===== config.mk =====
export PLATFORM = sky130hd
export DESIGN_NAME = mul_div_unit_flat
export DESIGN_NICKNAME = d
export VERILOG_FILES = /design/src/rtl/mul_div_if.sv /design/src/rtl/mul_div_unit.sv /design/src/flat_wrapper.sv
export SDC_FILE = /design/constraint.sdc
export NUM_CORES = 1
export LEC_CHECK = 0
export CAP_MARGIN = 30
export CORE_MARGIN = 2
export CORE_UTILIZATION = 50
export DETAILED_ROUTE_END_ITERATION = 8
export PLACE_DENSITY = 0.71
export RECOVER_POWER = 25
export SETUP_SLACK_MARGIN = 0.3
export SLEW_MARGIN = 10
export SYNTH_ARGS = -nofsm -noshare
export SYNTH_HDL_FRONTEND = slang
export SYNTH_SLANG_ARGS = --single-unit
export TNS_END_PERCENT = 20

===== constraint.sdc =====
create_clock -name clk -period 7.2 [get_ports clk]
set_clock_uncertainty 0.1 [all_clocks]
set_input_delay 2.16 -clock clk [delete_from_list [all_inputs] [get_ports clk]]
set_output_delay 2.16 -clock clk [all_outputs]
set_load 0.1 [all_outputs]

===== src/rtl/mul_div_if.sv =====
// Execute-stage handshake between the core and the iterative
// multiply/divide unit: request operands in, write-back beat out.
interface mul_div_if #(
    parameter int DATA_W = 16,
    parameter int ADDR_W = 4
);
    logic              start;
    logic [1:0]        op;
    logic [DATA_W-1:0] rs_data;
    logic [DATA_W-1:0] rt_data;
    logic [ADDR_W-1:0] rd_addr;
    logic              busy;
    logic              wb_en;
    logic [DATA_W-1:0] wb_data;
    logic [ADDR_W-1:0] wb_rd;
    logic              div_by_zero;

    modport master (
        output start, op, rs_data, rt_data, rd_addr,
        input  busy, wb_en, wb_data, wb_rd, div_by_zero
    );

    modport slave (
        input  start, op, rs_data, rt_data, rd_addr,
        output busy, wb_en, wb_data, wb_rd, div_by_zero
    );
endinterface


===== src/rtl/mul_div_unit.sv =====
// Iterative unsigned multiply (shift-add) and divide (restoring),
// one bit per clock, single outstanding op, registered write-back.
module mul_div_unit #(
    parameter int DATA_W = 16,
    parameter int ADDR_W = 4
) (
    input logic     clk,
    input logic     rst,
    mul_div_if.slave bus
);
    localparam int CNT_W = $clog2(DATA_W);
    localparam logic [CNT_W-1:0] LAST = CNT_W'(DATA_W - 1);

    typedef enum logic [1:0] {
        S_IDLE,
        S_CALC,
        S_DONE,
        S_WB
    } state_t;

    state_t state_q, state_d;

    logic [DATA_W-1:0]   a_q, a_d;
    logic [DATA_W-1:0]   b_q, b_d;
    logic [1:0]          op_q, op_d;
    logic [ADDR_W-1:0]   rd_q, rd_d;
    logic [CNT_W-1:0]    cnt_q, cnt_d;
    logic [2*DATA_W-1:0] prod_q, prod_d;
    logic [DATA_W-1:0]   rem_q, rem_d;
    logic                busy_q, busy_d;
    logic                wb_en_q, wb_en_d;
    logic [DATA_W-1:0]   wb_data_q, wb_data_d;
    logic [ADDR_W-1:0]   wb_rd_q, wb_rd_d;
    logic                dbz_q, dbz_d;

    logic [DATA_W:0]   mul_sum;
    logic [DATA_W:0]   rem_sh;
    logic [DATA_W:0]   rem_sub;
    logic              take;
    logic              accept;
    logic [DATA_W-1:0] result;

    always_comb begin
        mul_sum = {1'b0, prod_q[2*DATA_W-1:DATA_W]}
                + (prod_q[0] ? {1'b0, a_q} : '0);
        // Borrow bit of the trial subtraction decides restore vs keep.
        rem_sh  = {rem_q, prod_q[DATA_W-1]};
        rem_sub = rem_sh - {1'b0, b_q};
        take    = ~rem_sub[DATA_W];

        unique case (op_q)
            2'b01:   result = prod_q[2*DATA_W-1:DATA_W];
            2'b11:   result = rem_q;
            default: result = prod_q[DATA_W-1:0];
        endcase
    end

    always_comb begin
        state_d   = state_q;
        a_d       = a_q;
        b_d       = b_q;
        op_d      = op_q;
        rd_d      = rd_q;
        cnt_d     = cnt_q;
        prod_d    = prod_q;
        rem_d     = rem_q;
        busy_d    = busy_q;
        wb_en_d   = 1'b0;
        wb_data_d = wb_data_q;
        wb_rd_d   = wb_rd_q;
        dbz_d     = dbz_q;

        // The write-back cycle ends where IDLE begins, so a request
        // arriving then is taken without a dead cycle.
        accept = bus.start
              && (state_q == S_IDLE || state_q == S_WB);

        unique case (state_q)
            S_IDLE: ;
            S_CALC: begin
                if (op_q[1]) begin
                    rem_d  = take ? rem_sub[DATA_W-1:0]
                                  : rem_sh[DATA_W-1:0];
                    prod_d = {prod_q[2*DATA_W-1:DATA_W],
                              prod_q[DATA_W-2:0], take};
                end else begin
                    prod_d = {mul_sum, prod_q[DATA_W-1:1]};
                end
                cnt_d = cnt_q + 1'b1;
                if (cnt_q == LAST) begin
                    state_d = S_DONE;
                end
            end
            S_DONE: begin
                wb_en_d   = 1'b1;
                wb_data_d = result;
                wb_rd_d   = rd_q;
                dbz_d     = op_q[1] && (b_q == '0);
                state_d   = S_WB;
            end
            S_WB: begin
                busy_d  = 1'b0;
                state_d = S_IDLE;
            end
            default: state_d = S_IDLE;
        endcase

        if (accept) begin
            a_d     = bus.rs_data;
            b_d     = bus.rt_data;
            op_d    = bus.op;
            rd_d    = bus.rd_addr;
            cnt_d   = '0;
            rem_d   = '0;
            prod_d  = bus.op[1] ? {{DATA_W{1'b0}}, bus.rs_data}
                                : {{DATA_W{1'b0}}, bus.rt_data};
            busy_d  = 1'b1;
            state_d = S_CALC;
        end
    end

    always_ff @(posedge clk or posedge rst) begin
        if (rst) begin
            state_q   <= S_IDLE;
            a_q       <= '0;
            b_q       <= '0;
            op_q      <= '0;
            rd_q      <= '0;
            cnt_q     <= '0;
            prod_q    <= '0;
            rem_q     <= '0;
            busy_q    <= 1'b0;
            wb_en_q   <= 1'b0;
            wb_data_q <= '0;
            wb_rd_q   <= '0;
            dbz_q     <= 1'b0;
        end else begin
            state_q   <= state_d;
            a_q       <= a_d;
            b_q       <= b_d;
            op_q      <= op_d;
            rd_q      <= rd_d;
            cnt_q     <= cnt_d;
            prod_q    <= prod_d;
            rem_q     <= rem_d;
            busy_q    <= busy_d;
            wb_en_q   <= wb_en_d;
            wb_data_q <= wb_data_d;
            wb_rd_q   <= wb_rd_d;
            dbz_q     <= dbz_d;
        end
    end

    assign bus.busy        = busy_q;
    assign bus.wb_en       = wb_en_q;
    assign bus.wb_data     = wb_data_q;
    assign bus.wb_rd       = wb_rd_q;
    assign bus.div_by_zero = dbz_q;
endmodule


===== src/flat_wrapper.sv =====
// flat-port wrapper written by rule: the top's interface ports become plain ports
module mul_div_unit_flat 
#(
    parameter int DATA_W = 16,
    parameter int ADDR_W = 4
)
  (clk, rst, bus_start, bus_op, bus_rs_data, bus_rt_data, bus_rd_addr, bus_busy, bus_wb_en, bus_wb_data, bus_wb_rd, bus_div_by_zero);
  mul_div_if #(.DATA_W(DATA_W), .ADDR_W(ADDR_W)) bus_i ();
  input logic clk;
  input logic rst;
  input wire logic [$bits(bus_i.start)-1:0] bus_start;
  input wire logic [$bits(bus_i.op)-1:0] bus_op;
  input wire logic [$bits(bus_i.rs_data)-1:0] bus_rs_data;
  input wire logic [$bits(bus_i.rt_data)-1:0] bus_rt_data;
  input wire logic [$bits(bus_i.rd_addr)-1:0] bus_rd_addr;
  output wire logic [$bits(bus_i.busy)-1:0] bus_busy;
  output wire logic [$bits(bus_i.wb_en)-1:0] bus_wb_en;
  output wire logic [$bits(bus_i.wb_data)-1:0] bus_wb_data;
  output wire logic [$bits(bus_i.wb_rd)-1:0] bus_wb_rd;
  output wire logic [$bits(bus_i.div_by_zero)-1:0] bus_div_by_zero;
  assign bus_i.start = bus_start;
  assign bus_i.op = bus_op;
  assign bus_i.rs_data = bus_rs_data;
  assign bus_i.rt_data = bus_rt_data;
  assign bus_i.rd_addr = bus_rd_addr;
  assign bus_busy = bus_i.busy;
  assign bus_wb_en = bus_i.wb_en;
  assign bus_wb_data = bus_i.wb_data;
  assign bus_wb_rd = bus_i.wb_rd;
  assign bus_div_by_zero = bus_i.div_by_zero;
  mul_div_unit #(.DATA_W(DATA_W), .ADDR_W(ADDR_W)) u_core (.clk(clk), .rst(rst), .bus(bus_i));
endmodule

## Yosys cells after proc, flatten, opt, wreduce, memory -nomap -nowiden

Cells that the tools add are included.

| storage, ports and cells | value |
|---|---|
| logic and storage cells | 56 |
| output and inout bits | 23 |
| register bits after elaboration | 115 |
| input port bits | 41 |

| operators by class | value |
|---|---|
| reductions and logical operators | 12 |
| eq/ne operators | 8 |
| $add $sub $neg | 3 |
| bitwise logic cells | 1 |
| muxes and demuxes | 18 |

Operators with widths:

| operator | count |
|---|---|
| $mux 16 | 6 |
| $mux 32 | 3 |
| $pmux 16 s2 | 1 |
| $add 16x17->17 | 1 |
| $sub 17x16->17 | 1 |
| $logic_not 16->1 | 1 |
| $mux 4 | 2 |
| $eq 2x2->1 const B | 3 |
| $pmux 2 s3 | 1 |
| $reduce_and 2->1 | 3 |
| $reduce_bool 2->1 | 3 |
| $add 4x1->4 const B | 1 |
| $eq 2x1->1 const B | 2 |
| $eq 4x4->1 const B | 1 |
| $mux 2 | 2 |
| $reduce_bool 4->1 | 1 |
| $mux 1 | 3 |
| $ne 3x1->1 const B | 1 |
| $logic_and 1x1->1 | 2 |
| $logic_not 2->1 | 1 |
| $ne 2x2->1 const B | 1 |
| $logic_or 1x1->1 | 1 |
| $not 1->1 | 1 |

## Logic depth before layout (Yosys ltp)

Gate-level depths: netlist (run 1).

| depth | value |
|---|---|
| word-level depth | 5 |
| gate-level depth with buffers | 13 |
| mapped depth without buffers | 11 |

## Worst setup path before layout (run 1)

OpenSTA, ideal clock, no wires.

| timing | value |
|---|---|
| kind | input port to flip-flop |
| start point | input bus_op[1] |
| end point | register u_core.prod_q[1] |
| slack | 3705 ps |
| setup time | 134 ps |
| data required time | 6966 ps |
| cell stages on the path | 4 |
| path buffers | 2 |
| arrival | 3261 ps |
| path through | clkbuf_1 -> clkbuf_1 -> mux2i_1 -> o21ai_0 |

| on the way | value |
|---|---|
| word-level cells in the longest chain between the ends | 2 |

RTL lines:

| element | line | RTL |
|---|---|---|
| start, declared | flat_wrapper.sv:12 | `input wire logic [$bits(bus_i.op)-1:0] bus_op;` |
| $mux 16 | mul_div_unit.sv:115 | `prod_d = bus.op[1] ? {{DATA_W{1'b0}}, bus.rs_data}` |
| $mux 32 | mul_div_unit.sv:108 | `if (accept) begin` |
| end signal, assigned | mul_div_unit.sv:144 | `prod_q <= prod_d;` |
| end, declared | mul_div_unit.sv:28 | `logic [2*DATA_W-1:0] prod_q, prod_d;` |

No other way between the ends.
A chain may end at the register's enable or synchronous reset.

==> results.cfg, run 1 <==
[run_status]
outcome = finished, violations left
violations = capacitance limit, slew limit

[die]
die_w_um = 122
die_h_um = 122
rows = 43
start_util_pct = 50.8
fp.coreArea_sq_mm = 0.0138
dieArea_sq_mm = 0.0150
ioPinCount = 64

[clocking]
cts_tree = yes
post-cts-setup-buffers = 0
cts.sinks = 115
clock_path_buffers = 2
cts_max_level = 4
cts_buffers = 17
path_clk_slew_ns = 0.05
worstSkewPairLatency_ns = 0.42
cts_root_buf = clkbuf_16
post_cts_resize_count = 0
cts_hold_buf = 0

[pwr]
ir_worst_vdd_mv = 0.438
power_density_mw_per_mm2 = 494
p_leak_nw = 3.85

[synthesis]
yosysTopAreaCellShare_pct = 41.1
avgSynthCellArea_sq_um = 9.14
netlist_area_sq_mm = 0.00700
syn_inst = 766
synth_area_leaders = dfrtp_1 41%, mux2i_1 8.7%, nand2_1 7.6%
synth_seq_cells = 115
yosysTopAreaCell = dfrtp_1
yosysUniqueCellTypes = 55
synth_ff_type = dfrtp_1
synth.most_common_cell = nand2_1
synth_edf_count = 0
synth.cells.most_frequent = 142 x nand2_1, 115 x dfrtp_1, 67 x o21ai_0
async_reset_ff_share_pct = 100
synth_warnings = 0
synth_seq_area_share_pct = 41.1
syn_nets = 846

[timing]
worstMarginPinSlew_ns = 2.93
drv_slew = 68
setup_viol_count_final = 0
min_period_ns = 4.77
relSlewSlack_pct = -96.1
finalHoldViolations = 0
rsz0062_at_grt = false
clock.fmax_mhz = 209
post-route-period-util_pct = 66.3
setup_tns_ns = 0
setup_ws_ns = 2.43

[drt]
drtPass1Iterations = 5
vias_per_cell = 5.86
drc = 0
dr.first_iter.drc_count = 400
drt-total-wl_mm = 18.5
ant_nets = 0
avgRoutedWirePerCell_um = 18.2
via_count = 5941

[global_routing]
gr-total-overflow = 0
grt-busiest-layer = met2
track_usage_pct = 26.3
antenna_found_initial = 0
grt_pass1_vias = 5885
grt_pass1_wl_mm = 30.2
grt_start_max_net_pins = 68
use_met1_pct = 34.3
use_met2_pct = 42.4
met3_usage_pct = 6.41

[place]
hpwl_mm = 13.4
pre_cts_ws_ns = 2.94
portBuffers = 63
dp_cells = 979
routabilityCongestion = 0.914

[setup_path]
crit_arrival_ns = 5.17
cp-end-kind = async pin
start_kind = input pin
path_class = in -> async
required_ns = 7.59
cp_max_fo = 67

[final_layout]
stdcell_count = 1013
drive_above_1_share_pct = 8.16
n_antenna_cell = 0
syn2layout_area_growth_pct = 19.3
final_core_util_pct = 60.6
fin_nets = 900

[flow_run]
maxCapViolCount = 1

[min_path]
min_path_type = reg -> reg
[report_power, final]
part	total [mW]	switching, mW	internal, mW
logic	2.18	1.42	0.760
registers	1.14	0.232	0.909
clock network	0.803	0.290	0.513
[cells in the final DEF (no fill, tap or decap), types with 3 or more instances in the layout]
cell type / count
xor2_1: 13
nand4_1: 6
a211oi_1: 6
mux2i_1: 61
o31ai_1: 3
o21ai_1: 12
clkinv_2: 7
nor2_1: 33
ha_1: 37
a211o_1: 3
clkbuf_1: 5
a31oi_1: 5
o211ai_1: 17
or3_1: 3
and2_1: 19
nor3_1: 6
o21ai_0: 67
o21a_1: 3
nand2_1: 141
nand3_1: 8
and3_1: 3
mux2_2: 21
buf_4: 6
clkdlybuf4s50_1: 62
dfrtp_1: 115
nor4_1: 5
a21o_1: 14
inv_1: 30
a21oi_1: 48
clkbuf_16: 17
xnor2_1: 13
[worst paths after layout]
kind / startpoint / to / slack [ns] / cells past startpoint
worst max register to register: u_core.prod_q[15] / u_core.rem_q[15] / 3.70 / 11
worst min-delay path: u_core.a_q[7] / u_core.a_q[7] / 0.36 / 2
min in group asynchronous: rst / u_core.prod_q[28] / 2.93 / 2
worst min register to register: u_core.a_q[7] / u_core.a_q[7] / 0.36 / 2
max in group clk: u_core.bus.wb_data[1] / bus_wb_data[1] / 2.99 / 1
worst max-delay path: rst / u_core.b_q[1] / 2.43 / 3
[layout make-up]
cell class | instances | area [sq um]
inverter | 31 | 118
clock inverter | 11 | 111
fill | 1170 | 5430
sequential | 115 | 2880
multi-input combinational | 582 | 3850
timing repair buffer | 73 | 713
tap | 180 | 225
clock buffer | 21 | 450
[cell families (layout without fill, tap and decap cells)]
logic type	Yosys count	count (layout)	share of synthesized area, %
muxes	82	82	12.1
xor gates and xnor gates	27	27	3.65
AOI/OAI and AO/OA	197	197	17.1
and+or+nand+nor	237	237	14.9
DFF	115	115	41.1
buffers and inverters	69	136	3.90
adders and majority gates	39	39	7.19
[per-stage QoR]
stage,hold WS (ns),instance area [sq um],total power [mW]
floorplan,0.337,7000,2.75
global placement,0.352,7730,3.21
detailed placement,0.355,7780,3.30
CTS,0.368,8340,4.12
global route,0.393,8350,4.41
finish,0.364,8350,4.13
[critical path, stage by stage]
cell and delay [ns]:
dlygate4sd3_1 0.54, clkinvlp_2 1.65, buf_4 0.77
[per-layer routing]
metal  part of all wire, %  vias to the layer above  wire length, um
met5                     0                        -                0
li1                      -                     2809                -
met4                   2.9                        0              529
met2                    47                      214             8700
met1                    44                     2879             8110
met3                   6.1                       39             1130
[sequential cells by signal, indices dropped and copies added, names as in the netlist, 4 cells and up]
name,count
u_core.rem_q,16
u_core.cnt_q,4
u_core.bus.wb_rd,4
u_core.b_q,16
u_core.bus.wb_data,16
u_core.rd_q,4
u_core.a_q,16
u_core.prod_q,32
(Power assumes the default switching activity.)
==> inputs of run 2 (changes only) <==
- clock period: 7.2 -> 4.5 ns (I/O delays scaled with it)
==> run 2 against run 1 <==
Net effect: the run still ends with capacitance limit, slew limit left; largest power group unchanged; design area increased by 0.84%; first-iteration DRC count increased by 45%; non-clock buffer count increased by 3; final cell count increased by 0.30%; power increased by 62%; global-route usage increased by 0.13 points; via count decreased by 0.27%; setup slack got worse by 1.4 ns; clock power increased by 71%; sequential power increased by 63%; utilization increased by 0.51 points.
==> results.cfg, run 2 (same netlist as run 1, synthesis figures left out) <==
[setup_path]
cp_top_family = buffers and inverters
crit_arrival_ns = 3.46
start_kind = input pin
r2r-start = u_core.prod_q[15]
cp-end-kind = async pin
slowest_stage = clkbuf_1
cp_max_fo = 39
ff2ff_path_depth = 11
critPathBufInv = 3
ff2ff_setup_slack_ns = 1.16
cpPeakStageDelay_ns = 1.54
r2r-end = u_core.rem_q[15]
path_cells = clkdlybuf4s50_1, clkinvlp_2, clkbuf_1
path_class = in -> async
required_ns = 4.49

[drt]
avgRoutedWirePerCell_um = 18.3
wl_met1_mm = 8.34
drtPass1Iterations = 5
vias_per_cell = 5.83
met2_length_mm = 8.97
drt-total-wl_mm = 18.6
drc = 0
via_count = 5925
highest_layer = met4
ant_nets = 0
wl_met3_um = 895
dr.first_iter.drc_count = 580

[run_status]
outcome = finished, violations left
violations = capacitance limit, slew limit

[place]
portBuffers = 63
routabilityCongestion = 0.846
hpwl_mm = 13.6

[clocking]
post_cts_resize_count = 0
cts_buffers = 17
worstSkewPairLatency_ns = 0.42
cts_tree = yes
cts.sinks = 115
cts_hold_buf = 0
cts_max_level = 4
clock_path_buffers = 2
cts_root_buf = clkbuf_16
path_clk_slew_ns = 0.05
post-cts-setup-buffers = 0

[timing]
finalHoldViolations = 0
setup_viol_count_final = 0
post-route-period-util_pct = 77.1
relSlewSlack_pct = -43.4
clock.fmax_mhz = 288
setup_tns_ns = 0
min_period_ns = 3.47
drv_slew = 118
worstMarginPinSlew_ns = 2.15
rsz0062_at_grt = false

[die]
die_h_um = 122
fp.coreArea_sq_mm = 0.0138
dieArea_sq_mm = 0.0150
die_w_um = 122
start_util_pct = 50.8
ioPinCount = 64
rows = 43

[flow_run]
maxCapViolCount = 3

[final_layout]
regMostFlops = u_core.prod_q
fillers = 1191
final_core_util_pct = 61.1
final_common_cell = nand2_1
fin_nets = 903
layout_common_cells = 141 x nand2_1, 114 x dfrtp_1, 67 x o21ai_0
syn2layout_area_growth_pct = 20.3
n_antenna_cell = 0
largest_register_ffs = 32
drive_above_1_share_pct = 8.61

[global_routing]
antenna_found_initial = 0
grt_pass1_wl_mm = 30.1
grt_pass1_vias = 5811
track_usage_pct = 26.5
grt_start_max_net_pins = 64
gr-total-overflow = 0

[min_path]
hold_path_startpoint = u_core.a_q[3]
min_path_type = reg -> reg
hold-path-cell-count = 2
whs_endpoint = u_core.a_q[3]

[pwr]
power_density_mw_per_mm2 = 796
ir_worst_vdd_mv = 0.714
p_leak_nw = 3.88
-- run 2: changes by cell type in the layout (fill, tap and decap cells not counted), sizes merged --
cell / change
buf: +1
clkdlybuf4s50: +1
clkinv: -1
clkbuf: +2
bufinv: +1
dlygate4sd3: -1
-- run 2: worst register-to-register path: stages (launching register included) --
cell      delay [ns]
dfrtp_1         0.40
inv_1           0.12
ha_1            0.18
inv_1           0.06
fa_1            0.49
a211oi_2        0.34
nor3_4          0.09
nor2_2          0.27
o21ai_4         0.12
xor2_4          0.64
nand4_1         0.26
o21ai_1         0.19
-- run 2: power by group --
| group | internal [mW] | leakage [nW] | switching (mW) | total (mW) |
|---|---|---|---|---|
| clock network | 0.905 | 0.302 | 0.469 | 1.37 |
| registers | 1.45 | 1.45 | 0.402 | 1.86 |
| logic | 1.23 | 2.12 | 2.24 | 3.47 |
-- run 2: how the worst max path moves through the flow --
stage / start / endpoint / slack, ns / cells after the start
after detailed placement: bus_start / u_core.prod_q[30] / 1.07 / 8
after global placement: bus_start / u_core.rem_q[15] / 1.12 / 5
final: rst / u_core.rd_q[0] / 1.03 / 3
after floorplan: rst / u_core.a_q[0] / 1.65 / 1
after global routing: rst / u_core.prod_q[2] / 0.55 / 3
after CTS: u_core.bus.wb_data[0] / bus_wb_data[0] / 1.07 / 1
-- run 2: per-layer routing --
layer  GRT usage (%)  up-vias
met5               0        -
met4            9.63        0
li1                -     2816
met1            34.8     2900
met2            43.0      171
met3            5.86       38
-- run 2: cell type report --
cell class / instances / area [sq um] / share of cell area, %
Tap cell: 180 / 225 / 2.68
Clock inverter: 11 / 133 / 1.58
Timing Repair Buffer: 76 / 741 / 8.80
Inverter: 31 / 118 / 1.40
Clock buffer: 21 / 470 / 5.59
Multi-Input combinational cell: 582 / 3850 / 45.8
Sequential cell: 115 / 2880 / 34.2
-- run 2: per-stage QoR --
stage / setup WS, ns / cell area, sq um / instances / total power [mW] / hold slack, ns
3_3_place_gp: 1.12 / 7790 / 979 / 5.16 / 0.352
6_report: 1.03 / 8420 / 1016 / 6.70 / 0.369
4_1_cts: 1.07 / 8420 / 1013 / 6.69 / 0.374
2_1_floorplan: 1.65 / 7000 / 766 / 4.41 / 0.337
5_1_grt: 0.545 / 8420 / 1016 / 7.15 / 0.391
3_5_place_dp: 1.07 / 7810 / 981 / 5.29 / 0.360
